**config.mk**
```make
export PLATFORM = sky130hd
export DESIGN_NAME = pipe_stage_skid
export DESIGN_NICKNAME = d
export VERILOG_FILES = /design/src/rtl/pipe_pkg.sv /design/src/rtl/pipe_slot.sv /design/src/rtl/pipe_stage_skid.sv
export SDC_FILE = /design/constraint.sdc
export NUM_CORES = 1
export LEC_CHECK = 0
export CAP_MARGIN = 20
export CORE_MARGIN = 4
export CORE_UTILIZATION = 45
export CTS_CLUSTER_SIZE = 12
export DETAILED_ROUTE_END_ITERATION = 8
export GPL_TIMING_DRIVEN = 0
export PLACE_DENSITY = 0.82
export SETUP_SLACK_MARGIN = 0.05
export SLEW_MARGIN = 30
export SYNTH_ARGS = -nofsm -noshare
export SYNTH_HDL_FRONTEND = slang
export SYNTH_SLANG_ARGS = --single-unit
```
**constraint.sdc**
```tcl
create_clock -name clk -period 1.7 [get_ports clk]
set_input_delay 0.34 -clock clk [delete_from_list [all_inputs] [get_ports clk]]
set_output_delay 0.34 -clock clk [all_outputs]
set_load 0.05 [all_outputs]
```
**src/rtl/pipe_pkg.sv**
```systemverilog
// pipe_pkg: shared state encoding and NOP constant for pipeline stage registers
package pipe_pkg;
  typedef enum logic [1:0] {EMPTY, BUSY, FULL} pipe_state_t;
  localparam logic [0:0] CTRL_NOP = '0;
endpackage

```
**src/rtl/pipe_slot.sv**
```systemverilog
// pipe_slot: one {valid, data, ctrl} holding register with load, clear and bubble masking
module pipe_slot
  import pipe_pkg::*;
#(
  parameter int DATA_W     = 96,
  parameter int CTRL_W     = 8,
  parameter bit CLEAR_DATA = 1'b0
) (
  input  logic              clk,
  input  logic              reset_n,
  input  logic              ld_i,
  input  logic              clr_i,
  input  logic [DATA_W-1:0] data_i,
  input  logic [CTRL_W-1:0] ctrl_i,
  output logic              valid_o,
  output logic [DATA_W-1:0] data_o,
  output logic [CTRL_W-1:0] ctrl_o
);
  logic              valid_q, valid_d;
  logic [DATA_W-1:0] data_q, data_d;
  logic [CTRL_W-1:0] ctrl_q, ctrl_d;
  // clear only drops valid/ctrl; data is kept so it can be shown on bubbles
  always_comb begin
    valid_d = clr_i ? 1'b0 : ld_i ? 1'b1 : valid_q;
    data_d  = (ld_i && !clr_i) ? data_i : data_q;
    ctrl_d  = clr_i ? {CTRL_W{CTRL_NOP}} : ld_i ? ctrl_i : ctrl_q;
  end
  always_ff @(posedge clk) begin
    if (!reset_n) begin
      valid_q <= 1'b0;
      data_q  <= '0;
      ctrl_q  <= {CTRL_W{CTRL_NOP}};
    end else begin
      valid_q <= valid_d;
      data_q  <= data_d;
      ctrl_q  <= ctrl_d;
    end
  end
  assign valid_o = valid_q;
  assign data_o  = (CLEAR_DATA && !valid_q) ? '0 : data_q;
  assign ctrl_o  = valid_q ? ctrl_q : {CTRL_W{CTRL_NOP}};
endmodule

```
**src/rtl/pipe_stage_skid.sv**
```systemverilog
// pipe_stage_skid: valid/ready stage register with 2-entry skid, flush and bubble insertion
module pipe_stage_skid
  import pipe_pkg::*;
#(
  parameter int DATA_W     = 96,
  parameter int CTRL_W     = 8,
  parameter bit CLEAR_DATA = 1'b0
) (
  input  logic              clk,
  input  logic              reset_n,
  input  logic              flush,
  input  logic              in_valid,
  output logic              in_ready,
  input  logic [DATA_W-1:0] in_data,
  input  logic [CTRL_W-1:0] in_ctrl,
  output logic              out_valid,
  input  logic              out_ready,
  output logic [DATA_W-1:0] out_data,
  output logic [CTRL_W-1:0] out_ctrl,
  output logic [1:0]        occupancy
);
  pipe_state_t       state_q, state_d;
  logic              in_ready_q, acc, drn;
  logic              main_ld, main_clr, skid_ld, skid_clr, skid_valid;
  logic [DATA_W-1:0] skid_data, main_src_data;
  logic [CTRL_W-1:0] skid_ctrl, main_src_ctrl;
  assign acc = in_valid & in_ready_q & ~flush;
  assign drn = out_valid & out_ready;
  always_ff @(posedge clk) begin
    if (!reset_n) begin
      state_q    <= EMPTY;
      in_ready_q <= 1'b0;
    end else begin
      state_q    <= state_d;
      in_ready_q <= state_d != FULL;
    end
  end
  always_comb begin
    state_d  = state_q;
    main_ld  = 1'b0;
    main_clr = 1'b0;
    skid_ld  = 1'b0;
    skid_clr = 1'b0;
    case (state_q)
      EMPTY: if (acc) begin
        state_d = BUSY;
        main_ld = 1'b1;
      end
      BUSY: if (acc && !drn) begin
        state_d = FULL;
        skid_ld = 1'b1;
      end else if (acc) begin
        main_ld = 1'b1;
      end else if (drn) begin
        state_d  = EMPTY;
        main_clr = 1'b1;
      end
      FULL: if (drn) begin
        state_d  = BUSY;
        main_ld  = 1'b1;
        skid_clr = 1'b1;
      end
      default: state_d = EMPTY;
    endcase
    if (flush) begin
      state_d  = EMPTY;
      main_ld  = 1'b0;
      skid_ld  = 1'b0;
      main_clr = 1'b1;
      skid_clr = 1'b1;
    end
  end
  // the skid only holds a beat in FULL, so it is the refill source whenever valid
  assign main_src_data = skid_valid ? skid_data : in_data;
  assign main_src_ctrl = skid_valid ? skid_ctrl : in_ctrl;
  pipe_slot #(.DATA_W(DATA_W), .CTRL_W(CTRL_W), .CLEAR_DATA(CLEAR_DATA)) u_main (
    .clk     (clk),
    .reset_n (reset_n),
    .ld_i    (main_ld),
    .clr_i   (main_clr),
    .data_i  (main_src_data),
    .ctrl_i  (main_src_ctrl),
    .valid_o (out_valid),
    .data_o  (out_data),
    .ctrl_o  (out_ctrl)
  );
  pipe_slot #(.DATA_W(DATA_W), .CTRL_W(CTRL_W), .CLEAR_DATA(1'b0)) u_skid (
    .clk     (clk),
    .reset_n (reset_n),
    .ld_i    (skid_ld),
    .clr_i   (skid_clr),
    .data_i  (in_data),
    .ctrl_i  (in_ctrl),
    .valid_o (skid_valid),
    .data_o  (skid_data),
    .ctrl_o  (skid_ctrl)
  );
  assign in_ready  = in_ready_q;
  assign occupancy = state_q;
endmodule

```
==> flow_metrics.tcl, run 1 <==
set metrics [dict create \
    crit_required_ns 2.12 \
    critPathLaunch "occupancy[0]" \
    viasPerCell 5.21 \
    min_period_ns 1.84 \
    setup_viol 97 \
    synth_top_flop_cell "dfxtp_1" \
    cap_violations 0 \
    worstReg2RegStart "occupancy[0]" \
    r2r_cells 8 \
    route.vias.total 8406 \
    peakVddDrop_uv 640 \
    final_common_cell "nand2_1" \
    synthesis.nets 1167 \
    final_cell_mix "nand2_1 (314), dfxtp_1 (209), clkdlybuf4s50_1 (107), mux2i_1 (104)" \
    clock_path_buffers 3 \
    layout-drive-gt1-share_pct 19.2 \
    die-height_um 152 \
    rrSetupSlack_ns -0.14 \
    drc 0 \
    port_buffers 216 \
    seq_power_share_pct 43.7 \
    hold_class "input port to register" \
    path_cells "buf_6 > nand4b_1 > o211ai_4 > nor2b_4 > buf_8 > buf_12 > buf_16 > mux2i_1" \
    cp_slowest_cell "dfxtp_4" \
    worstPathMaxFanout 6 \
    power.switching_w 0.00285 \
    hold_slack_ns 0.279 \
    finalHoldViolCount 0 \
    synth_edf_count 0 \
    wl_um 27700 \
    crit_path_end "u_main.data_o[51]" \
    clkTransAtPathRegs_ns 0.06 \
    crit_path_end_kind "register" \
    ios 217 \
    critPathMaxStageDelay_ns 0.34 \
    grt_pass1_vias 8220 \
    gr-usage-all-layers_pct 22.6 \
    status "finished with violations" \
    yosys.cell_types.count 28 \
    yosysTopAreaCellShare_pct 45.9 \
    die_area_mm2 0.0230 \
    tightest_slew_ns 0.527 \
    slew_viol_final 0 \
    timing.rr.end "u_main.data_o[51]" \
    chipWidth_um 152 \
    fin_crit_sh_pct 108 \
    start_kind "register" \
    synth_cells 1058 \
    syn_to_final_growth_pct 47.2 \
    ys_seq_area_share_pct 45.9 \
    gp_congestion 0.801 \
    insertion_delay_ns 0.51 \
    drt_pre_antenna_iters 5 \
    violations "negative setup slack" \
    final_util_pct 67.4 \
    critical_path_class "register to register" \
    crit_arrival_ns 2.26 \
    antenna_found_initial 0 \
    grt_first_pass_wirelength_um 42200 \
    synthTopCellsByArea "dfxtp_1 (46%), nand2_1 (13%), mux2i_1 (11%)" \
    clock_skew_ns 0.00915 \
    hp-start "in_valid" \
    avgSynthCellArea_um2 8.78 \
    yosysWarnings 0 \
    fmax_ghz 0.544 \
    rsz0062_at_grt "yes" \
    dr.first_iter.drc_count 390 \
    sw_frac_of_total_pct 24.2 \
    combinationalPowerShare_pct 12.3 \
    clock-sinks 213 \
    p_leak_nw 4.68 \
    start_util_pct 45.8 \
    cts_buffers 24 \
    cts-root-buf "clkbuf_16" \
    p_clk_share_pct 44.0 \
    grt_max_degree 18 \
    n_fill_cell 1603 \
    rows 52 \
    synth_area_leader_cell "dfxtp_1" \
    avgRoutedWirePerCell_um 17.2 \
    h-tree-depth 1 \
    synthArstFlopShare_pct 0 \
    antenna-diode-count 0 \
    core_mm2 0.0203 \
    cts_tree "done" \
    gr-total-overflow 0 \
    power.density_mw_per_mm2 863 \
    p_int_w 0.00895 \
    slew_headroom_pct 64.9 \
    ys_ff_latch 213 \
    postRouteAntennaNets 0 \
    synthesis.area_mm2 0.00929 \
    dpl.hpwl_um 18000 \
    setup_ws_ns -0.137 \
    nets 1435 \
]
==> metrics by stage <==
step,total power [W],setup TNS (ns),worst slack (ns),std cells,cell area [um^2]
finish,0.0118,-5.56,-0.137,1612,13700
global route,0.0122,-10.23,-0.173,1612,13700
CTS,0.0119,-1.54,-0.0689,1604,13400
detailed placement,0.00659,-191.73,-1.26,1544,11800
global placement,0.00658,-186.46,-1.30,1544,11800
floorplan,0.00598,-1.45,-0.0362,1058,9320
==> worst max-delay path: cells and delay by family (launching register included) <==
family	cells	cell delay, ns
buffers and inverters	4	0.55
AND/OR/NAND/NOR	2	0.47
flip-flops	1	0.34
multiplexers	1	0.22
AO/OA/AOI/OAI	1	0.15
==> synthesized netlist by cell type, drive strengths merged (4+ instances only) <==
cell and number:
nand2 316, dfxtp 213, mux2i 104, nand2b 98
o211ai 97, a21boi 96, clkbuf 65, buf 26
a21oi 8, and2 8, o211a 8, nor2 4
==> registers in the layout (all words and copies together), names as in the netlist <==
name and flops:
u_main.ctrl_q 8, u_main.valid_o 1, u_skid.valid_o 1, u_main.data_o 96, u_skid.data_o 96, occupancy 2
in_ready 1, u_skid.ctrl_q 8
==> worst min-delay path by stage <==
stage,end,cells past startpoint
after global routing,occupancy[0],3
final,occupancy[0],3
after global placement,u_skid.data_o[36],2
after CTS,u_skid.data_o[92],3
after floorplan,u_skid.data_o[0],2
after detailed placement,u_skid.data_o[90],2
==> per-layer routing <==
metal | global-route usage [%] | up-vias | routed length, um
met1 | 29.9 | 3999 | 11900
met2 | 38.7 | 249 | 13600
met4 | 5.62 | 0 | 466
met3 | 3.63 | 37 | 1650
met5 | 0 | - | 0
li1 | - | 4121 | -
==> repair_timing <==
action	in CTS	in global routing
setup buffers	14	4
gates cloned	7	9
hold buffers	0	0
pin swaps	4	7
endpoints found under the setup margin	318	203
gates resized for setup	455	72
==> cell families after synthesis <==
kind of cell | after synthesis | synth area share, %
and+or+nand+nor | 435 | 20.8
AOI/OAI and AO/OA | 215 | 17.4
DFF | 213 | 45.9
muxes | 104 | 11.2
buffers and inverters | 91 | 4.65
==> layout make-up <==
| cell class | count | area (um^2) | area share [%] |
|---|---|---|---|
| multi-input combinational | 754 | 4680 | 34.2 |
| sequential | 213 | 4280 | 31.3 |
| timing repair buffer | 246 | 2870 | 21.0 |
| clock buffer | 37 | 752 | 5.50 |
| buffer | 87 | 704 | 5.15 |
| tap | 270 | 338 | 2.47 |
| clock inverter | 5 | 52.6 | 0.384 |
==> power by group through the flow <==
stage,sequential [W],combinational [W],clock [W]
finish,0.00515,0.00145,0.00519
CTS,0.00515,0.00144,0.00528
global route,0.00516,0.00154,0.00549
detailed placement,0.00526,0.00133,0
floorplan,0.00556,0.000426,0
global placement,0.00526,0.00133,0
No activity file was read; power rests on OpenSTA's default activity.
==> run 2, diff against run 1 <==
--- a/config.mk
+++ b/config.mk
@@ -5,6 +5,7 @@
 export SDC_FILE = /design/constraint.sdc
 export NUM_CORES = 1
 export LEC_CHECK = 0
+export ABC_CLOCK_PERIOD_IN_PS = 1700
 export CAP_MARGIN = 20
 export CORE_MARGIN = 4
 export CORE_UTILIZATION = 45
==> results of run 2 <==
Same layout as run 1: the final DEF is identical, and so are final timing and power.
==> run 3, diff against run 2 <==
--- a/config.mk
+++ b/config.mk
@@ -5,14 +5,14 @@
 export SDC_FILE = /design/constraint.sdc
 export NUM_CORES = 1
 export LEC_CHECK = 0
-export ABC_CLOCK_PERIOD_IN_PS = 1700
+export ABC_CLOCK_PERIOD_IN_PS = 1850
 export CAP_MARGIN = 20
 export CORE_MARGIN = 4
-export CORE_UTILIZATION = 45
+export CORE_UTILIZATION = 50
 export CTS_CLUSTER_SIZE = 12
 export DETAILED_ROUTE_END_ITERATION = 8
 export GPL_TIMING_DRIVEN = 0
-export PLACE_DENSITY = 0.82
+export PLACE_DENSITY = 0.86
 export SETUP_SLACK_MARGIN = 0.05
 export SLEW_MARGIN = 30
 export SYNTH_ARGS = -nofsm -noshare
==> constraint.sdc (replaced) <==
create_clock -name clk -period 1.85 [get_ports clk]
set_input_delay 0.37 -clock clk [delete_from_list [all_inputs] [get_ports clk]]
set_output_delay 0.37 -clock clk [all_outputs]
set_load 0.05 [all_outputs]
==> run 3 against run 2 <==
Against the previous run:
- the flow now finishes without violations
- non-clock buffer count shrank 14
- register-to-register slack gained 0.21 ns
- utilization grew 2.6 points
- clock-buffer cell count shrank 5
- sequential cell count is the same
- clock skew grew 0.0069 ns
- critical path depth is the same
- maximum frequency grew 3.1%
- global-route usage grew 1.6 points
- critical path type unchanged
- critical endpoint is now u_main.data_o[29]
- largest cell class unchanged
==> flow_metrics.tcl, run 3 (synthesis results as in run 1) <==
set metrics [dict create \
    status "complete, no violations" \
    detailed_place.area_mm2 0.0118 \
    cap_violations 0 \
    min_period_ns 1.78 \
    clock_path_buffers 3 \
    clkTransAtPathRegs_ns 0.06 \
    critical_path_class "register to register" \
    setup_ws_ns 0.0684 \
    seq_power_share_pct 45.9 \
    crit_top_cell "buf_6" \
    top_layer "met4" \
    met3_length_um 1980 \
    hold_class "input port to register" \
    antenna-diode-count 0 \
    layout-drive-gt1-share_pct 10.3 \
    die_area_mm2 0.0208 \
    grt_max_degree 13 \
    slew_viol_final 0 \
    sw_frac_of_total_pct 24.8 \
    crit_arrival_ns 2.19 \
    path_cells "buf_6 > nand4b_1 > o211ai_4 > nor2b_4 > buf_6 > buf_12 > buf_6 > mux2i_2" \
    n_fill_cell 1416 \
    fin_cells 1552 \
    slew_headroom_pct 50.1 \
    tightest_slew_ns 0.745 \
    cp_slowest_cell "dfxtp_4" \
    cts_buffers 23 \
    power.density_mw_per_mm2 812 \
    dp_slack_ns -1.13 \
    rows 49 \
    viasPerCell 5.41 \
    p_int_w 0.00776 \
    start_kind "register" \
    postRouteAntennaNets 0 \
    grt_first_pass_wirelength_um 41000 \
    crit_path_end_kind "register" \
    power.switching_w 0.00256 \
    finalHoldViolCount 0 \
    h-tree-depth 1 \
    rsz0062_at_grt "yes" \
    gp_congestion 0.853 \
    drc 0 \
    combinationalPowerShare_pct 12.0 \
    peakVddDrop_uv 604 \
    clock-sinks 213 \
    p_clk_share_pct 42.1 \
    chipWidth_um 144 \
    dpl.hpwl_um 18200 \
    port_buffers 216 \
    insertion_delay_ns 0.50 \
    wl_met2_um 12600 \
    crit_required_ns 2.26 \
    final_common_cell "nand2_1" \
    fmax_ghz 0.561 \
    syn_to_final_growth_pct 36.7 \
    setup_viol 0 \
    antenna_found_initial 0 \
    dr.first_iter.drc_count 454 \
    start_util_pct 51.2 \
    drt_pre_antenna_iters 6 \
    route.vias.total 8404 \
    ios 217 \
    nets 1420 \
    cts_tree "done" \
    wl_um 26800 \
    cts-root-buf "clkbuf_16" \
    hold_buffers 0 \
    finish.instance_area_mm2 0.0127 \
    fin_crit_sh_pct 96.3 \
    gr-usage-all-layers_pct 24.2 \
    drt-met1-wl_um 11500 \
    die-height_um 144 \
    clock_skew_ns 0.0160 \
    avgRoutedWirePerCell_um 17.3 \
    final_cell_mix "nand2_1 (316), dfxtp_1 (209), clkdlybuf4s50_1 (107), mux2i_1 (100), nand2b_1 (98)" \
    worstPathMaxFanout 10 \
    grt_pass1_vias 8082 \
    core_mm2 0.0181 \
    critPathMaxStageDelay_ns 0.34 \
    p_leak_nw 4.73 \
    dp.cells 1503 \
    gr-total-overflow 0 \
]
run 3: cell count changes in the layout (fill, tap and decap cells not counted), moves of 9 or more:
cell,before,now
buf_12,18,9
clkbuf_2,25,45
clkbuf_16,35,26
clkdlybuf4s15_2,98,1
buf_8,16,1
dlygate4sd2_1,1,74
clkdlybuf4s15_1,0,17
run 3: cell type report:
class / count / area (um^2) / area share, %
Tap cell: 229 / 287 / 2.26
Clock inverter: 5 / 56.3 / 0.443
Sequential cell: 213 / 4280 / 33.7
Buffer: 90 / 581 / 4.57
Clock buffer: 32 / 639 / 5.04
Multi-Input combinational cell: 754 / 4650 / 36.6
Timing Repair Buffer: 229 / 2210 / 17.4
run 3: per-layer routing:
metal / global-route usage (%) / vias to the layer above
li1: - / 4085
met1: 31.9 / 3983
met2: 40.3 / 283
met3: 5.19 / 53
met4: 6.73 / 0
met5: 0 / -
run 3: worst paths after layout:
kind	to	slack [ns]	cells after the start	start
setup / recovery	u_main.data_o[29]	0.07	8	occupancy[0]
hold / removal	occupancy[0]	0.33	3	in_valid
setup reg to reg	u_main.data_o[29]	0.07	8	occupancy[0]
hold reg to reg	u_skid.data_o[11]	0.45	2	u_skid.data_o[11]
run 3: worst max-delay path, delay by kind of cell (launching register included):
family / cells / cell delay [ns]
buffers and inverters: 4 / 0.56
AND/OR/NAND/NOR: 2 / 0.42
flip-flops: 1 / 0.34
AO/OA/AOI/OAI: 1 / 0.13
multiplexers: 1 / 0.25
run 3: repair_timing:
item	4_1_cts	5_1_grt
pin swaps	2	2
setup buffers	5	4
setup endpoints to repair	290	217
gates cloned	1	3
resized for setup	192	91
run 3: per-stage QoR:
step	utilization [%]	hold WS, ns	setup TNS (ns)	total power, W
after floorplan	-	0.430	0	0.00550
after global placement	64.8	0.435	-145.53	0.00604
after detailed placement	64.8	0.440	-159.29	0.00605
after CTS	68.7	0.428	0	0.0103
after global routing	70.0	0.321	-0.0640	0.0107
final	70.0	0.335	0	0.0103
run 3: power by group through the flow:
| stage | sequential (W) | clock [W] | combinational [W] |
|---|---|---|---|
| 2_1_floorplan | 0.00511 | 0 | 0.000389 |
| 3_5_place_dp | 0.00483 | 0 | 0.00122 |
| 5_1_grt | 0.00474 | 0.00463 | 0.00131 |
| 4_1_cts | 0.00473 | 0.00439 | 0.00120 |
| 6_report | 0.00473 | 0.00434 | 0.00124 |
| 3_3_place_gp | 0.00483 | 0 | 0.00121 |
